**config.mk**
```make
export PLATFORM = sky130hd
export DESIGN_NAME = mac_acc_pipe
export DESIGN_NICKNAME = d
export VERILOG_FILES = /design/src/rtl/mac_pkg.sv /design/src/rtl/mult_pipe.sv /design/src/rtl/mac_acc_pipe.sv
export SDC_FILE = /design/constraint.sdc
export NUM_CORES = 1
export LEC_CHECK = 0
export CAP_MARGIN = 15
export CORE_ASPECT_RATIO = 0.8
export CORE_MARGIN = 1
export CORE_UTILIZATION = 55
export DETAILED_ROUTE_END_ITERATION = 12
export GPL_ROUTABILITY_DRIVEN = 0
export PLACE_DENSITY = 0.84
export SLEW_MARGIN = 10
export SYNTH_ARGS = -nofsm -noshare
export SYNTH_HDL_FRONTEND = slang
export SYNTH_HIERARCHICAL = 1
export SYNTH_SLANG_ARGS = --single-unit
```
**constraint.sdc**
```tcl
create_clock -name clk_i -period 6.6 [get_ports clk_i]
set_input_delay 1.65 -clock clk_i [delete_from_list [all_inputs] [get_ports clk_i]]
set_output_delay 1.65 -clock clk_i [all_outputs]
set_load 0.02 [all_outputs]
```
**src/rtl/mac_pkg.sv**
```systemverilog
// rtl/mac_pkg.sv - shared types, defaults and saturating add for the MAC engine
// Purpose: FSM state encoding, default widths, and the clamp/wrap helper used
//          for both product narrowing and accumulation.
// Ports:   none (package).
package mac_pkg;

    localparam int MAC_DW   = 16;
    localparam int MAC_FRAC = 8;
    localparam int MAC_AW   = 7;

    typedef enum logic [1:0] {
        IDLE  = 2'd0,
        RUN   = 2'd1,
        DRAIN = 2'd2
    } state_t;

    // Adds at 64 bits (wide enough that nothing overflows for DW <= 32).
    // The result is then either clamped to the signed dw-bit range or
    // wrapped to its low dw bits. In both cases it is returned sign-extended.
    function automatic logic signed [63:0] sat_add(
        input logic signed [63:0] a,
        input logic signed [63:0] b,
        input int                 dw,
        input bit                 sat
    );
        logic signed [63:0] s;
        logic signed [63:0] hi;
        logic signed [63:0] lo;
        logic signed [63:0] r;
        s  = a + b;
        hi = (64'sd1 <<< (dw - 1)) - 64'sd1;
        lo = -(64'sd1 <<< (dw - 1));
        if (sat) begin
            if (s > hi) begin
                r = hi;
            end else if (s < lo) begin
                r = lo;
            end else begin
                r = s;
            end
        end else begin
            r = (s <<< (64 - dw)) >>> (64 - dw);
        end
        return r;
    endfunction

endpackage

```
**src/rtl/mult_pipe.sv**
```systemverilog
// rtl/mult_pipe.sv - pipelined signed fixed-point multiplier
// Purpose: p_o = (a_i * b_i) >>> FRAC, full 2*DW width, MUL_LAT cycles after the
//          operands are presented. The pipeline carries data only and has no enable.
// Ports:   clk_i, rst_ni (async active-low), a_i/b_i signed operands,
//          p_o shifted product (floor division by 2^FRAC).
module mult_pipe
    import mac_pkg::*;
#(
    parameter int DW      = MAC_DW,
    parameter int FRAC    = MAC_FRAC,
    parameter int MUL_LAT = 5
) (
    input  logic                   clk_i,
    input  logic                   rst_ni,
    input  logic signed [DW-1:0]   a_i,
    input  logic signed [DW-1:0]   b_i,
    output logic signed [2*DW-1:0] p_o
);

    logic signed [2*DW-1:0] prod_full;
    logic signed [2*DW-1:0] prod_shift;
    logic signed [2*DW-1:0] p_q [MUL_LAT];

    // Sign-extend before multiplying so the full product is exact.
    // An arithmetic shift of a two's complement value rounds toward -inf.
    assign prod_full  = (2*DW)'(a_i) * (2*DW)'(b_i);
    assign prod_shift = prod_full >>> FRAC;

    always_ff @(posedge clk_i or negedge rst_ni) begin
        if (!rst_ni) begin
            for (int i = 0; i < MUL_LAT; i++) begin
                p_q[i] <= '0;
            end
        end else begin
            p_q[0] <= prod_shift;
            for (int i = 1; i < MUL_LAT; i++) begin
                p_q[i] <= p_q[i-1];
            end
        end
    end

    assign p_o = p_q[MUL_LAT-1];

endmodule

```
**src/rtl/mac_acc_pipe.sv**
```systemverilog
// rtl/mac_acc_pipe.sv - pipelined multiply-accumulate into an external register file
// Purpose: each accepted sample/weight pair is multiplied and then added into
//          (or, with in_first, written over) a register-file entry. Stage R issues
//          the read at cycle MUL_LAT. Stage W writes at cycle MUL_LAT+1. A write in
//          stage W is forwarded to an adjacent read of the same address.
// Ports:   clk_i, rst_ni (async active-low)
//          in_valid_i/in_ready_o handshake; in_first_i, in_last_i, in_data_i,
//          in_weight_i, in_addr_i
//          rf_rd_en_o/rf_rd_addr_o and rf_rd_data_i (returned one cycle later)
//          rf_wr_en_o/rf_wr_addr_o/rf_wr_data_o
//          busy_o, done_o (1-cycle pulse), addr_err_o (sticky range error)
module mac_acc_pipe
    import mac_pkg::*;
#(
    parameter int          DW      = MAC_DW,
    parameter int          FRAC    = MAC_FRAC,
    parameter int          AW      = MAC_AW,
    parameter int unsigned DEPTH   = 100,
    parameter int          MUL_LAT = 5,
    parameter bit          SAT     = 1'b1
) (
    input  logic          clk_i,
    input  logic          rst_ni,
    input  logic          in_valid_i,
    output logic          in_ready_o,
    input  logic          in_first_i,
    input  logic          in_last_i,
    input  logic [DW-1:0] in_data_i,
    input  logic [DW-1:0] in_weight_i,
    input  logic [AW-1:0] in_addr_i,
    output logic          rf_rd_en_o,
    output logic [AW-1:0] rf_rd_addr_o,
    input  logic [DW-1:0] rf_rd_data_i,
    output logic          rf_wr_en_o,
    output logic [AW-1:0] rf_wr_addr_o,
    output logic [DW-1:0] rf_wr_data_o,
    output logic          busy_o,
    output logic          done_o,
    output logic          addr_err_o
);

    state_t state_q;
    logic   in_ready_q;
    logic   busy_q;
    logic   done_q;
    logic   addr_err_q;

    logic accept;
    logic in_ok;

    // Side-band that travels alongside the multiplier. Index MUL_LAT-1 is stage R.
    logic [MUL_LAT-1:0] sb_valid_q;
    logic [MUL_LAT-1:0] sb_ok_q;
    logic [MUL_LAT-1:0] sb_first_q;
    logic [AW-1:0]      sb_addr_q [MUL_LAT];

    logic signed [2*DW-1:0] prod_full;
    logic signed [DW-1:0]   r_prod;
    logic                   r_rd;
    logic [AW-1:0]          r_addr;

    // Stage W
    logic                 w_wr_q;
    logic                 w_first_q;
    logic [AW-1:0]        w_addr_q;
    logic signed [DW-1:0] w_prod_q;
    logic                 fwd_q;
    logic signed [DW-1:0] fwd_data_q;
    logic signed [DW-1:0] old_val;
    logic signed [DW-1:0] wr_data_d;

    assign accept = in_valid_i & in_ready_q;
    assign in_ok  = (32'(in_addr_i) < DEPTH);

    mult_pipe #(
        .DW      (DW),
        .FRAC    (FRAC),
        .MUL_LAT (MUL_LAT)
    ) u_mult (
        .clk_i  (clk_i),
        .rst_ni (rst_ni),
        .a_i    ($signed(in_data_i)),
        .b_i    ($signed(in_weight_i)),
        .p_o    (prod_full)
    );

    always_ff @(posedge clk_i or negedge rst_ni) begin
        if (!rst_ni) begin
            sb_valid_q <= '0;
            sb_ok_q    <= '0;
            sb_first_q <= '0;
            for (int i = 0; i < MUL_LAT; i++) begin
                sb_addr_q[i] <= '0;
            end
        end else begin
            sb_valid_q[0] <= accept;
            sb_ok_q[0]    <= in_ok;
            sb_first_q[0] <= in_first_i;
            sb_addr_q[0]  <= in_addr_i;
            for (int i = 1; i < MUL_LAT; i++) begin
                sb_valid_q[i] <= sb_valid_q[i-1];
                sb_ok_q[i]    <= sb_ok_q[i-1];
                sb_first_q[i] <= sb_first_q[i-1];
                sb_addr_q[i]  <= sb_addr_q[i-1];
            end
        end
    end

    // Stage R. Out-of-range entries keep flowing but never touch the register file.
    assign r_rd   = sb_valid_q[MUL_LAT-1] & sb_ok_q[MUL_LAT-1];
    assign r_addr = sb_addr_q[MUL_LAT-1];
    assign r_prod = DW'(sat_add(64'(prod_full), 64'sd0, DW, SAT));

    assign rf_rd_en_o   = r_rd;
    assign rf_rd_addr_o = r_rd ? r_addr : '0;

    // A read and a write to the same entry on the same edge return stale data.
    // So the value being written now is captured for the entry that follows.
    always_ff @(posedge clk_i or negedge rst_ni) begin
        if (!rst_ni) begin
            w_wr_q     <= 1'b0;
            w_first_q  <= 1'b0;
            w_addr_q   <= '0;
            w_prod_q   <= '0;
            fwd_q      <= 1'b0;
            fwd_data_q <= '0;
        end else begin
            w_wr_q     <= r_rd;
            w_first_q  <= sb_first_q[MUL_LAT-1];
            w_addr_q   <= r_addr;
            w_prod_q   <= r_prod;
            fwd_q      <= r_rd & w_wr_q & (r_addr == w_addr_q);
            fwd_data_q <= wr_data_d;
        end
    end

    assign old_val   = fwd_q ? fwd_data_q : $signed(rf_rd_data_i);
    assign wr_data_d = w_first_q ? w_prod_q
                                 : DW'(sat_add(64'(old_val), 64'(w_prod_q), DW, SAT));

    assign rf_wr_en_o   = w_wr_q;
    assign rf_wr_addr_o = w_wr_q ? w_addr_q : '0;
    assign rf_wr_data_o = w_wr_q ? wr_data_d : '0;

    // Control FSM. Stage W never needs checking for DRAIN exit: it finishes its
    // write on the same edge that returns the FSM to IDLE, so done follows the
    // last write by one cycle.
    always_ff @(posedge clk_i or negedge rst_ni) begin
        if (!rst_ni) begin
            state_q    <= IDLE;
            in_ready_q <= 1'b1;
            busy_q     <= 1'b0;
            done_q     <= 1'b0;
            addr_err_q <= 1'b0;
        end else begin
            done_q <= 1'b0;
            if (accept) begin
                if (!in_ok) begin
                    addr_err_q <= 1'b1;
                end else if (in_first_i) begin
                    addr_err_q <= 1'b0;
                end
            end
            case (state_q)
                IDLE: begin
                    if (accept) begin
                        busy_q <= 1'b1;
                        if (in_last_i) begin
                            state_q    <= DRAIN;
                            in_ready_q <= 1'b0;
                        end else begin
                            state_q <= RUN;
                        end
                    end
                end
                RUN: begin
                    if (accept && in_last_i) begin
                        state_q    <= DRAIN;
                        in_ready_q <= 1'b0;
                    end
                end
                DRAIN: begin
                    if (sb_valid_q == '0) begin
                        state_q    <= IDLE;
                        in_ready_q <= 1'b1;
                        busy_q     <= 1'b0;
                        done_q     <= 1'b1;
                    end
                end
                default: begin
                    state_q    <= IDLE;
                    in_ready_q <= 1'b1;
                    busy_q     <= 1'b0;
                end
            endcase
        end
    end

    assign in_ready_o = in_ready_q;
    assign busy_o     = busy_q;
    assign done_o     = done_q;
    assign addr_err_o = addr_err_q;

endmodule
```
Yosys cells after proc, flatten, opt, wreduce, memory -nomap -nowiden
Index checks and enable logic that the tools add are counted.

Logic and storage cells: 77. Flip-flop bits (word level): 218. Output and inout bits: 36. Bits of input ports: 60.

Bitwise gates (word level): 5. Multipliers: 1. Magnitude comparators: 5. $add $sub $neg: 1. Reduce and logical (&&, ||, !) cells: 7. Multiplexer cells: 26. Equal/unequal tests: 8.

Operators with widths (number): two-way mux 16 bit (7); multiplier 16 x 16 -> 32 bit (1); > comparator 24 x 16 -> 1 bit (second input constant) (1); less-than comparator 24 x 16 -> 1 bit (second input constant) (1); adder 16 x 16 -> 17 bit (1); > comparator 17 x 16 -> 1 bit (second input constant) (1); less-than comparator 17 x 16 -> 1 bit (second input constant) (1); two-way mux 7 bit (2); two-way mux 1 bit (10); != test 2 bit (second input constant) (5); two-way mux 2 bit (4); equality test 7 bit (1); less-than comparator 7 bit (second input constant) (1); one-hot mux 1 bit (3 select lines) (2); one-hot mux 2 bit (3 select lines) (1); AND reduction 3 bit (2); logical NOT 5 bit (1); bitwise AND 1 bit (4); AND reduction 4 bit (1); equality test 2 x 1 -> 1 bit (second input constant) (1); equality test 2 bit (second input constant) (1); logical NOT 2 bit (1); AND reduction 2 bit (1); logical AND 1 bit (1); NOT 1 bit (1).

Depth between registers and ports, before layout
Word-level depth: 7. Mapped depth: 21. Mapped depth without buffers: 20.

Cells and area by module
The synthesis kept the hierarchy.

By module, submodules not included: mult_pipe (instances 1, cells an instance 1202, area each 12846.1 sq um); mac_acc_pipe (instances 1, cells an instance 366, area each 4374.2 sq um).

Worst setup path before layout
Ideal clock, no wire load.

Path type: input -> register. From: in in_data_i[10]. To: reg u_mult/p_q[140] (netlist name). Library setup time: 0.123 ns. Required time: 6.477 ns. Slack: -0.352 ns. Arrival: 6.829 ns. Stages: 19. Buffers on the path: 1. Cell sequence: clkbuf_1 > nand2_1 > fa_1 > fa_1 > fa_1 > fa_1 > inv_1 > fa_1 > inv_1 > fa_1 > inv_1 > ha_1 > o21ai_0 > nor3_1 > a311oi_2 > o211ai_2 > a31oi_4 > o21ai_2 > xnor2_1.

Cells in the longest elaborated chain, start to end: 1.

Ends and longest elaborated chain: start, declared (RTL line mac_acc_pipe.sv:28) `input logic [DW-1:0] in_data_i,`; multiplier 16 x 16 -> 32 bit (RTL line mult_pipe.sv:26) `assign prod_full = (2*DW)'(a_i) * (2*DW)'(b_i);`; named net u_mult.prod_full[20] (RTL line mult_pipe.sv:20) `logic signed [2*DW-1:0] prod_full;`; end signal, assigned by index (RTL line mult_pipe.sv:37) `p_q[i] <= p_q[i-1];`; end, declared (RTL line mult_pipe.sv:22) `logic signed [2*DW-1:0] p_q [MUL_LAT];`.

The timed path passes the listed nets, and every way through them passes these cells. A chain may end at the register's enable or synchronous reset.

Final worst setup path
From: in in_data_i[4]. To: reg u_mult/p_q[148] (netlist name).

Same word-level chain as after synthesis.

==> flow_summary.yaml <==
layout:
  fill_cells: 1844
  layout-drive-gt1-share: 0.2473
  nets: 2273
  area_growth_pct: 25.74
  final_cells: 2282
sta:
  setup_viol: 17
  post-route-worst-setup-slack_ns: -0.2774
  min_period_ns: 6.877
  fmax_mhz: 145.4
  hold_viol_final: 0
  grt_setup_unrepaired: "yes"
  slew_headroom: 0.3427
  fin_crit_sh: 1.042
  slew_violations: 0
  finClkSkew_ns: 0.01771
  worst_slew_pin_slew_ns: 0.9736
  tns_ns: -2.763
  timing.hold.ws_ns: 0.3458
run:
  maxCapViolations: 0
critical_path:
  cp.arrival_ns: 7.29
  crit_type: "primary input to flop"
  cp-start-kind: "primary input"
  cp_num_buf_inv: 6
  cp_cell_sequence: "buf_4, buf_4, buf_6, and2_1, fa_2, fa_2, fa_2, fa_2, fa_1, inv_1, fa_1, inv_1, ha_4, a21oi_1, nand2_1, o31ai_4, o211a_4, buf_6, o21ai_4, a31oi_2, xnor2_1"
  end_kind: "flop"
  cp_data_required_time_ns: 7.01
  cp_slowest_cell: "fa_2"
  cpMostUsedCell: "fa_2"
  path_delay_family: "adder cells"
  cpPeakStageDelay_ns: 0.62
  crit_fanout: 4
synthesis:
  ys_ff_latch: 218
  synth_top_cell_by_area: "dfrtp_1"
  ys_top_cells_by_count: "inv_1, fa_1, dfrtp_1"
  yosysSeqAreaShare: 0.3169
  synth.area.top_cells: "dfrtp_1, fa_1, ha_1, inv_1, and2_1"
  synth_xor_area_frac: 0.02492
  synth_nets: 1985
  yosysUniqueCellTypes: 66
  ys_warn_count: 6
  synth_top_family_by_area: "adder cells"
  async_flop_share: 1.000
  synth_compound_area_frac: 0.06924
  synthDominantCellAreaShare: 0.3153
  synth_mux_area_frac: 0.01112
  synth_fa_ha_area_frac: 0.3772
  synth_edf_count: 0
  syn-cell-area_um2: 17220
  syn_avg_cell_area_um2: 10.98
  synth_simple_gate_area_frac: 0.1098
  synth.most_common_cell: "inv_1"
  yosys_most_used_dff: "dfrtp_1"
  netlist_instances: 1568
global_route:
  grt.total_usage: 0.2964
  grt_pass1_vias: 14122
  grt_max_degree: 109
  grt_pass1_wl_mm: 72.46
  grt.overflow.total: 0
  antenna_found_initial: 1
place:
  placed_cells: 2188
  pre_cts_ws_ns: -0.9581
  portBuffers: 95
  place_hpwl_mm: 30.68
die:
  core_area_um2: 30600
  die_area_um2: 32030
  ios: 96
  die_y_um: 160.3
  row_count: 57
  dieWidth_um: 199.8
  initial_core_util: 0.5628
clock_network:
  cts.path.max_buffers: 3
  cts.clk_slew.worst_paths_ns: 0.06
  insertion_delay_ns: 0.50
  cts_root_buf: "clkbuf_16"
  cts.sinks: 218
  tritoncts: "done"
  numCtsBuffers: 21
  cts_max_level: 1
detailed_routing:
  wire_per_inst_um: 21.01
  drc: 0
  drt-initial-drc-count: 954
  ant_nets: 0
  first_pass_iters: 7
  via_count: 12735
  viasPerCell: 5.581
  totalWireLength_mm: 47.95
min_path:
  hold_class: "flop to flop"
status:
  violations: "setup timing"
  status: "finished, violations left"
-- logic make-up after synthesis --
family                   after synthesis
multiplexers                          17
flip-flops                           218
buffers and inverters                380
XOR/XNOR                              49
AO/OA/AOI/OAI                        170
adder cells (fa/ha/maj)              363
AND/OR/NAND/NOR                      371
-- cell usage in the layout (no fill, tap or decap), types with 9 or more instances in the layout --
cell / count
fa_1: 236
dlygate4sd2_1: 11
dfrtp_1: 217
and2_4: 18
inv_2: 22
nand2b_1: 10
fa_2: 26
and3_1: 11
xnor2_1: 33
o21a_1: 27
nor2_1: 28
and2_1: 113
buf_4: 207
a2bb2oi_1: 9
a21o_1: 10
xor2_1: 15
clkdlybuf4s50_1: 47
o21ai_0: 34
buf_6: 31
nand2_1: 137
a21oi_1: 26
buf_12: 12
ha_4: 13
inv_1: 277
clkbuf_16: 21
buf_2: 9
ha_1: 82
mux2_2: 17
clkdlybuf4s15_1: 10
-- per-layer routing --
layer,wire length [um],GRT usage,part of all wire,vias up
met2,24090,0.5076,0.50,777
met3,3759,0.05322,0.078,264
li1,-,-,-,5382
met4,3041,0.1502,0.063,0
met1,17060,0.3586,0.36,6312
met5,0,0,0,-
-- what timing repair did --
action                                  in CTS  in global routing
hold endpoints to repair                     0                  0
hold buffers                                 0                  0
resized for setup                          233                 61
setup buffers                               44                 11
endpoints found under the setup margin      35                 31
pin swaps                                   93                 48
cloned                                       6                  0
-- state kept, by name, indices dropped and copies added (netlist names), 7 cells and up --
name        count
u_mult/p_o     24
w_addr_q        7
sb_addr_q      28
w_prod_q       16
u_mult/p_q     96
fwd_data_q     16
r_addr          7
-- layout make-up --
type	count	area, um2	area share
Sequential cell	218	5456	0.2520
Inverter	301	1135	0.05241
Clock inverter	7	52.55	0.002427
Multi-Input combinational cell	970	10800	0.4989
Timing Repair Buffer	344	3095	0.1430
Clock buffer	28	591.8	0.02733
Antenna cell	1	2.502	0.0001156
Tap cell	413	516.7	0.02387
-- path summary, 6_finish.rpt --
path,end,startpoint,slack (ns),cells after the start
hold / removal,u_mult/p_q[52]$_DFF_PN0_,u_mult/p_q[84]$_DFF_PN0_,0.35,0
hold reg to reg,u_mult/p_q[52]$_DFF_PN0_,u_mult/p_q[84]$_DFF_PN0_,0.35,0
min in group asynchronous,fwd_data_q[4]$_DFF_PN0_,rst_ni,1.22,1
setup / recovery,u_mult/p_q[148]$_DFF_PN0_,in_data_i[4],-0.28,21
max in group asynchronous,w_prod_q[12]$_DFF_PN0_,rst_ni,4.09,2
setup reg to reg,fwd_data_q[2]$_DFF_PN0_,fwd_q$_DFF_PN0_,3.00,11
-- per-stage QoR --
stage               area (um2)  utilization
finish                   21650       0.7077
global placement         19940       0.6518
detailed placement       19940       0.6518
floorplan                17410            -
global route             21650       0.7076
CTS                      21410       0.6999
Power is not shown: default switching activity piles up to over one toggle a cycle in this logic, so the estimate is an artifact.
